### config.mk
export PLATFORM = sky130hd
export DESIGN_NAME = stepper_move_sequencer
export DESIGN_NICKNAME = d
export VERILOG_FILES = /design/src/rtl/stepper_move_sequencer.sv
export SDC_FILE = /design/constraint.sdc
export NUM_CORES = 1
export LEC_CHECK = 0
export CAP_MARGIN = 20
export CORE_MARGIN = 10
export CORE_UTILIZATION = 55
export DETAILED_ROUTE_END_ITERATION = 10
export MAX_ROUTING_LAYER = met4
export PLACE_DENSITY = 0.77
export SLEW_MARGIN = 0
export SYNTH_ARGS = -nofsm -noshare
export SYNTH_HDL_FRONTEND = slang
export SYNTH_SLANG_ARGS = --single-unit
### constraint.sdc
create_clock -name clk_i -period 4.1 [get_ports clk_i]
set_input_delay 0.82 -clock clk_i [delete_from_list [all_inputs] [get_ports clk_i]]
set_output_delay 0.82 -clock clk_i [all_outputs]
set_load 0.02 [all_outputs]
### src/rtl/stepper_move_sequencer.sv
// Single-axis stepper command sequencer: queued signed relative moves -> step/dir/enable pins.
// Define STEPPER_RAMP_EN to build the symmetric linear accel/decel period ramp.
module stepper_move_sequencer #(
  parameter int unsigned SIZE       = 32,
  parameter int unsigned CMD_DEPTH  = 4,
  parameter int unsigned STEP_HIGH  = 50,
  parameter int unsigned DIR_SETUP  = 25,
  parameter int unsigned RAMP_STEPS = 16,
  parameter int unsigned RAMP_INC   = 100
) (
  input  logic            clk_i,
  input  logic            reset_i,
  input  logic            cmd_valid_i,
  output logic            cmd_ready_o,
  input  logic [SIZE-1:0] cmd_steps_i,
  input  logic [SIZE-1:0] cmd_period_i,
  input  logic            abort_i,
  output logic            step_o,
  output logic            dir_o,
  output logic            enable_o,
  output logic            busy_o,
  output logic            done_o,
  output logic [SIZE-1:0] position_o
);

  typedef enum logic [2:0] {
    S_IDLE, S_LOAD, S_DIR_WAIT, S_STEP_HI, S_STEP_LO, S_DONE
  } state_t;

  localparam int unsigned     AW      = $clog2(CMD_DEPTH);
  localparam logic [SIZE-1:0] MIN_PER = SIZE'(2 * STEP_HIGH);
  localparam logic [SIZE-1:0] HI_CNT  = SIZE'(STEP_HIGH - 1);
  localparam logic [SIZE-1:0] LO_ADJ  = SIZE'(STEP_HIGH + 1);
  localparam logic [SIZE-1:0] DIR_CNT = SIZE'(DIR_SETUP - 1);

  state_t          state_q;
  logic [SIZE-1:0] cnt_q, rem_q, per_q, pos_q;
  logic            step_q, dir_q, done_q, en_q, abort_pend_q;

  logic [SIZE-1:0] steps_mem_q [CMD_DEPTH];
  logic [SIZE-1:0] per_mem_q   [CMD_DEPTH];
  logic [AW-1:0]   wr_q, rd_q;
  logic [AW:0]     fill_q;
  logic            full, empty, push, pop;

  logic [SIZE-1:0] head_steps, head_per, head_mag, eff_per, pos_d, cur_period;
  logic            head_dir;

  assign full        = fill_q == (AW+1)'(CMD_DEPTH);
  assign empty       = fill_q == '0;
  assign cmd_ready_o = !reset_i && !full && !abort_i;
  assign push        = cmd_valid_i && cmd_ready_o;
  assign pop         = (state_q == S_LOAD) && !abort_i;

  always_ff @(posedge clk_i) begin
    if (push) begin
      steps_mem_q[wr_q] <= cmd_steps_i;
      per_mem_q[wr_q]   <= cmd_period_i;
    end
  end

  always_ff @(posedge clk_i) begin
    if (reset_i) begin
      wr_q   <= '0;
      rd_q   <= '0;
      fill_q <= '0;
    end else if (abort_i) begin
      rd_q   <= wr_q;
      fill_q <= '0;
    end else begin
      if (push) wr_q <= wr_q + AW'(1);
      if (pop)  rd_q <= rd_q + AW'(1);
      fill_q <= fill_q + (AW+1)'(push) - (AW+1)'(pop);
    end
  end

  assign head_steps = steps_mem_q[rd_q];
  assign head_per   = per_mem_q[rd_q];
  assign head_dir   = !head_steps[SIZE-1];
  // Negation of the most negative value yields 2^(SIZE-1), correct when read as unsigned.
  assign head_mag   = head_steps[SIZE-1] ? (~head_steps + SIZE'(1)) : head_steps;
  assign eff_per    = (head_per < MIN_PER) ? MIN_PER : head_per;
  assign pos_d      = dir_q ? pos_q + SIZE'(1) : pos_q - SIZE'(1);

`ifdef STEPPER_RAMP_EN
  localparam int unsigned RW = SIZE + 8;
  logic [SIZE-1:0] k_q, total_q, tail, near;
  logic [RW-1:0]   ramp_sum;

  always_comb begin
    tail       = total_q - SIZE'(1) - k_q;
    near       = (k_q < tail) ? k_q : tail;
    ramp_sum   = RW'(per_q);
    if (near < SIZE'(RAMP_STEPS))
      ramp_sum = ramp_sum + RW'(RAMP_INC) * RW'(SIZE'(RAMP_STEPS) - near);
    cur_period = (ramp_sum > RW'({SIZE{1'b1}})) ? '1 : ramp_sum[SIZE-1:0];
  end
`else
  assign cur_period = per_q;
`endif

  always_ff @(posedge clk_i) begin
    if (reset_i) begin
      state_q      <= S_IDLE;
      cnt_q        <= '0;
      rem_q        <= '0;
      per_q        <= '0;
      pos_q        <= '0;
      step_q       <= 1'b0;
      dir_q        <= 1'b1;
      done_q       <= 1'b0;
      en_q         <= 1'b0;
      abort_pend_q <= 1'b0;
`ifdef STEPPER_RAMP_EN
      k_q          <= '0;
      total_q      <= '0;
`endif
    end else begin
      done_q <= 1'b0;
      en_q   <= busy_o;
      case (state_q)
        S_IDLE: if (!empty && !abort_i) state_q <= S_LOAD;
        S_LOAD: begin
          if (abort_i) begin
            state_q <= S_IDLE;
          end else begin
            rem_q <= head_mag;
            per_q <= eff_per;
`ifdef STEPPER_RAMP_EN
            k_q     <= '0;
            total_q <= head_mag;
`endif
            if (head_mag == '0) begin
              state_q <= S_DONE;
              done_q  <= 1'b1;
            end else if (head_dir != dir_q) begin
              dir_q   <= head_dir;
              cnt_q   <= DIR_CNT;
              state_q <= S_DIR_WAIT;
            end else begin
              state_q <= S_STEP_HI;
              step_q  <= 1'b1;
              cnt_q   <= HI_CNT;
              pos_q   <= pos_d;
            end
          end
        end
        S_DIR_WAIT: begin
          if (abort_i) begin
            state_q <= S_IDLE;
          end else if (cnt_q == '0) begin
            state_q <= S_STEP_HI;
            step_q  <= 1'b1;
            cnt_q   <= HI_CNT;
            pos_q   <= pos_d;
          end else begin
            cnt_q <= cnt_q - SIZE'(1);
          end
        end
        // An abort seen during the pulse is remembered so the pulse still gets its full width.
        S_STEP_HI: begin
          if (abort_i) abort_pend_q <= 1'b1;
          if (cnt_q == '0) begin
            step_q <= 1'b0;
            if (abort_pend_q || abort_i) begin
              state_q      <= S_IDLE;
              abort_pend_q <= 1'b0;
            end else begin
              state_q <= S_STEP_LO;
              cnt_q   <= cur_period - LO_ADJ;
            end
          end else begin
            cnt_q <= cnt_q - SIZE'(1);
          end
        end
        S_STEP_LO: begin
          if (abort_i) begin
            state_q <= S_IDLE;
          end else if (cnt_q == '0) begin
            if (rem_q == SIZE'(1)) begin
              state_q <= S_DONE;
              done_q  <= 1'b1;
            end else begin
              rem_q   <= rem_q - SIZE'(1);
`ifdef STEPPER_RAMP_EN
              k_q     <= k_q + SIZE'(1);
`endif
              state_q <= S_STEP_HI;
              step_q  <= 1'b1;
              cnt_q   <= HI_CNT;
              pos_q   <= pos_d;
            end
          end else begin
            cnt_q <= cnt_q - SIZE'(1);
          end
        end
        S_DONE: state_q <= (!empty && !abort_i) ? S_LOAD : S_IDLE;
        default: state_q <= S_IDLE;
      endcase
    end
  end

  assign busy_o     = (state_q != S_IDLE) || !empty;
  assign enable_o   = busy_o || en_q;
  assign step_o     = step_q;
  assign dir_o      = dir_q;
  assign done_o     = done_q;
  assign position_o = pos_q;

endmodule

==> impl_metrics.env <==
export IMPL_status="complete, but fails checks"
export IMPL_violations="setup timing"
export IMPL_yosysWarnings=0
export IMPL_async_flop_share=0
export IMPL_num_vias=15100
export IMPL_finalMaxSlewViolations=0
export IMPL_hold_slack_ns=0.486
export IMPL_io_pins=106
export IMPL_use_met3=0.0410
export IMPL_comb_power_share=0.094
export IMPL_swShare=0.236
export IMPL_setup_ws_ns=-0.116
export IMPL_cts_clk_slew_worst_paths_ns=0.06
export IMPL_start_util=0.555
export IMPL_seqPwrFrac=0.475
export IMPL_grt_overflow=0
export IMPL_syn_area_sq_mm=0.0196
export IMPL_antenna_found_initial=0
export IMPL_drc=0
export IMPL_synthFlopType="edfxtp_1"
export IMPL_hold_violations=0
export IMPL_track_usage=0.234
export IMPL_yosysSeqAreaShare=0.539
export IMPL_hold_path_class="reg2reg"
export IMPL_crit_fanout=16
export IMPL_post_drt_wl_per_cell_um=21.2
export IMPL_p_clk_frac=0.431
export IMPL_synth_simple_gate_area_share=0.139
export IMPL_rsz0062_at_grt="true"
export IMPL_met1_usage=0.304
export IMPL_synth_top_cell_area_share=0.391
export IMPL_grt_busiest_layer="met2"
export IMPL_syn2layout_area_growth_pct=20.9
export IMPL_worst_ep_arrival_time_ns=4.65
export IMPL_cts_tree="built"
export IMPL_die_w_um=209
export IMPL_p_switching_w=0.00217
export IMPL_min_from="rem_q[29]$_SDFFE_PP0P_"
export IMPL_grt_max_degree=73
export IMPL_skew_ns=0.0247
export IMPL_wirelength_um=51600
export IMPL_muxShareOfSynthArea=0.0969
export IMPL_rows=69
export IMPL_place_inst=2338
export IMPL_yosys_area_top_type="edfxtp_1"
export IMPL_synthCells=1737
export IMPL_die_y_um=209
export IMPL_grt_pass1_vias=14300
export IMPL_synth_top_family_by_area="simple AND/OR/NAND/NOR gates"
export IMPL_yosysMostFrequentCell="edfxtp_1"
export IMPL_grt_pass1_wl_um=80500
export IMPL_avgSynthCellArea_sq_um=11.3
export IMPL_post_route_period_util=1.03
export IMPL_drive_above_1_share=0.161
export IMPL_crit_required_ns=4.53
export IMPL_syn_nets=1848
export IMPL_synth_compound_gate_area_share=0.124
export IMPL_clk_latency_ns=0.58
export IMPL_dpl_hpwl_um=33200
export IMPL_peakVddDrop_mv=0.477
export IMPL_cts_buffers=42
export IMPL_synth_edff_count=256
export IMPL_powerDensity_mw_per_mm2=387
export IMPL_internal_power_w=0.00702
export IMPL_leakagePower_nw=8.40
export IMPL_clockRootBuffer="clkbuf_16"
export IMPL_synth_fa_ha_area_frac=0.0281
export IMPL_core_sq_mm=0.0354
export IMPL_worst_pin_slew_ns=0.796
export IMPL_die_area_sq_mm=0.0437
export IMPL_h_tree_depth=2
export IMPL_final_nets=2044
export IMPL_clockBufferDepth=3
export IMPL_min_period_ns=4.22
export IMPL_critical_path_class="reg2reg"
export IMPL_start_kind="flop"
export IMPL_fmax_mhz=237
export IMPL_first_pass_iters=6
export IMPL_cap_violations=0
export IMPL_final_cells=2427
export IMPL_synth_area_leaders="edfxtp_1 (39%), dfxtp_1 (15%), mux4_2 (7.3%)"
export IMPL_synth_common_cells="edfxtp_1 (256), nor2_1 (186), dfxtp_1 (145)"
export IMPL_diodes=0
export IMPL_port_buffers=105
export IMPL_ant_nets=0
export IMPL_first_iter_violations=1571
export IMPL_synth_cell_type_count=79
export IMPL_cts_hold_buffers_added=0
export IMPL_cts_sinks=401
export IMPL_slew_headroom=0.469
export IMPL_reg2reg_slack_ns=-0.12
export IMPL_viasPerCell=6.20
export IMPL_finalWeightedCongestion=0.950
export IMPL_ys_ff_latch=401
export IMPL_synth_xor_area_frac=0.0481
export IMPL_met2_usage=0.373
export IMPL_setup_viol=63
export IMPL_endpoint_kind="flop"
-- cell usage in the layout (no fill, tap or decap), drive strengths merged, types with 24 or more instances in the layout --
| master | count |
|---|---|
| a211oi | 26 |
| ha | 41 |
| mux4 | 64 |
| o21ai | 84 |
| nor3 | 55 |
| a21oi | 118 |
| nor2 | 188 |
| nand2 | 131 |
| mux2i | 45 |
| nand2b | 24 |
| nand3 | 46 |
| edfxtp | 256 |
| nor4 | 29 |
| clkbuf | 50 |
| xor2 | 45 |
| xnor2 | 63 |
| dfxtp | 145 |
| clkdlybuf4s50 | 104 |
| a22oi | 28 |
| inv | 39 |
| buf | 130 |
-- final timing paths --
kind / endpoint / cells past startpoint
setup / recovery: position_o[1]$_SDFFE_PP0P_ / 12
hold / removal: rem_q[29]$_SDFFE_PP0P_ / 2
setup reg to reg: position_o[1]$_SDFFE_PP0P_ / 12
hold reg to reg: rem_q[29]$_SDFFE_PP0P_ / 2
-- through the flow --
step | setup WS [ns] | util | TNS, ns | total power (W) | area, sq um
after global routing | -0.211 | 0.671 | -10.93 | 0.00947 | 23800
final | -0.116 | 0.671 | -4.02 | 0.00919 | 23800
after global placement | -0.0793 | 0.623 | -1.87 | 0.00525 | 22000
after CTS | -0.0722 | 0.666 | -1.31 | 0.00922 | 23600
after floorplan | 0.00164 | - | 0 | 0.00493 | 19700
after detailed placement | -0.169 | 0.623 | -5.95 | 0.00527 | 22000
-- final cells by class --
class	instances	area, sq um
timing repair buffer	237	2300
clock inverter	30	350
tap	461	577
multi-input combinational	1214	8720
clock buffer	47	1080
inverter	37	139
sequential	401	10600
fill	2497	11600
-- power by group through the flow --
stage                     Clock (W)  Sequential, W  Combinational, W
after global routing        0.00417        0.00437          0.000930
after detailed placement          0        0.00445          0.000816
final                       0.00396        0.00436          0.000862
after CTS                   0.00402        0.00436          0.000838
after global placement            0        0.00445          0.000800
after floorplan                   0        0.00444          0.000486
-- flip-flops by register name (all words and copies together) (netlist names), 3 cells and up, named ones only --
signal / count
per_mem_q: 128
position_o: 32
cnt_q: 32
steps_mem_q: 128
rem_q: 32
cur_period: 32
state_q: 3
fill_q: 3
-- worst max-delay path, stage by stage (launching register included) --
cell	delay (ns)
dfxtp_4	0.45
buf_12	0.14
mux4_2	0.52
or4_4	0.51
or4_4	0.59
o31ai_4	0.20
a211o_1	0.16
o2111ai_1	0.10
or4_4	0.59
o311a_4	0.39
buf_12	0.18
mux2i_1	0.18
nor2_1	0.06
-- repair_timing --
| action | 4_1_cts | 5_1_grt |
|---|---|---|
| setup buffers | 4 | 6 |
| pin swaps | 2 | 8 |
| cloned | 0 | 3 |
| setup endpoints to repair | 68 | 69 |
| resized for setup | 12 | 20 |
-- per-layer routing --
metal | wire length, um | vias to the layer above
met5 | 0 | -
met4 | 1230 | 0
met3 | 4040 | 103
met2 | 24900 | 690
met1 | 21400 | 7300
li1 | - | 6962
-- kinds of logic after synthesis --
family	Yosys count
simple gates	569
compound gates	384
flops	401
mux	110
buf+inv	122
xor+xnor	108
fa+ha+maj	43
Note: power is estimated with default switching activity, not from simulation.
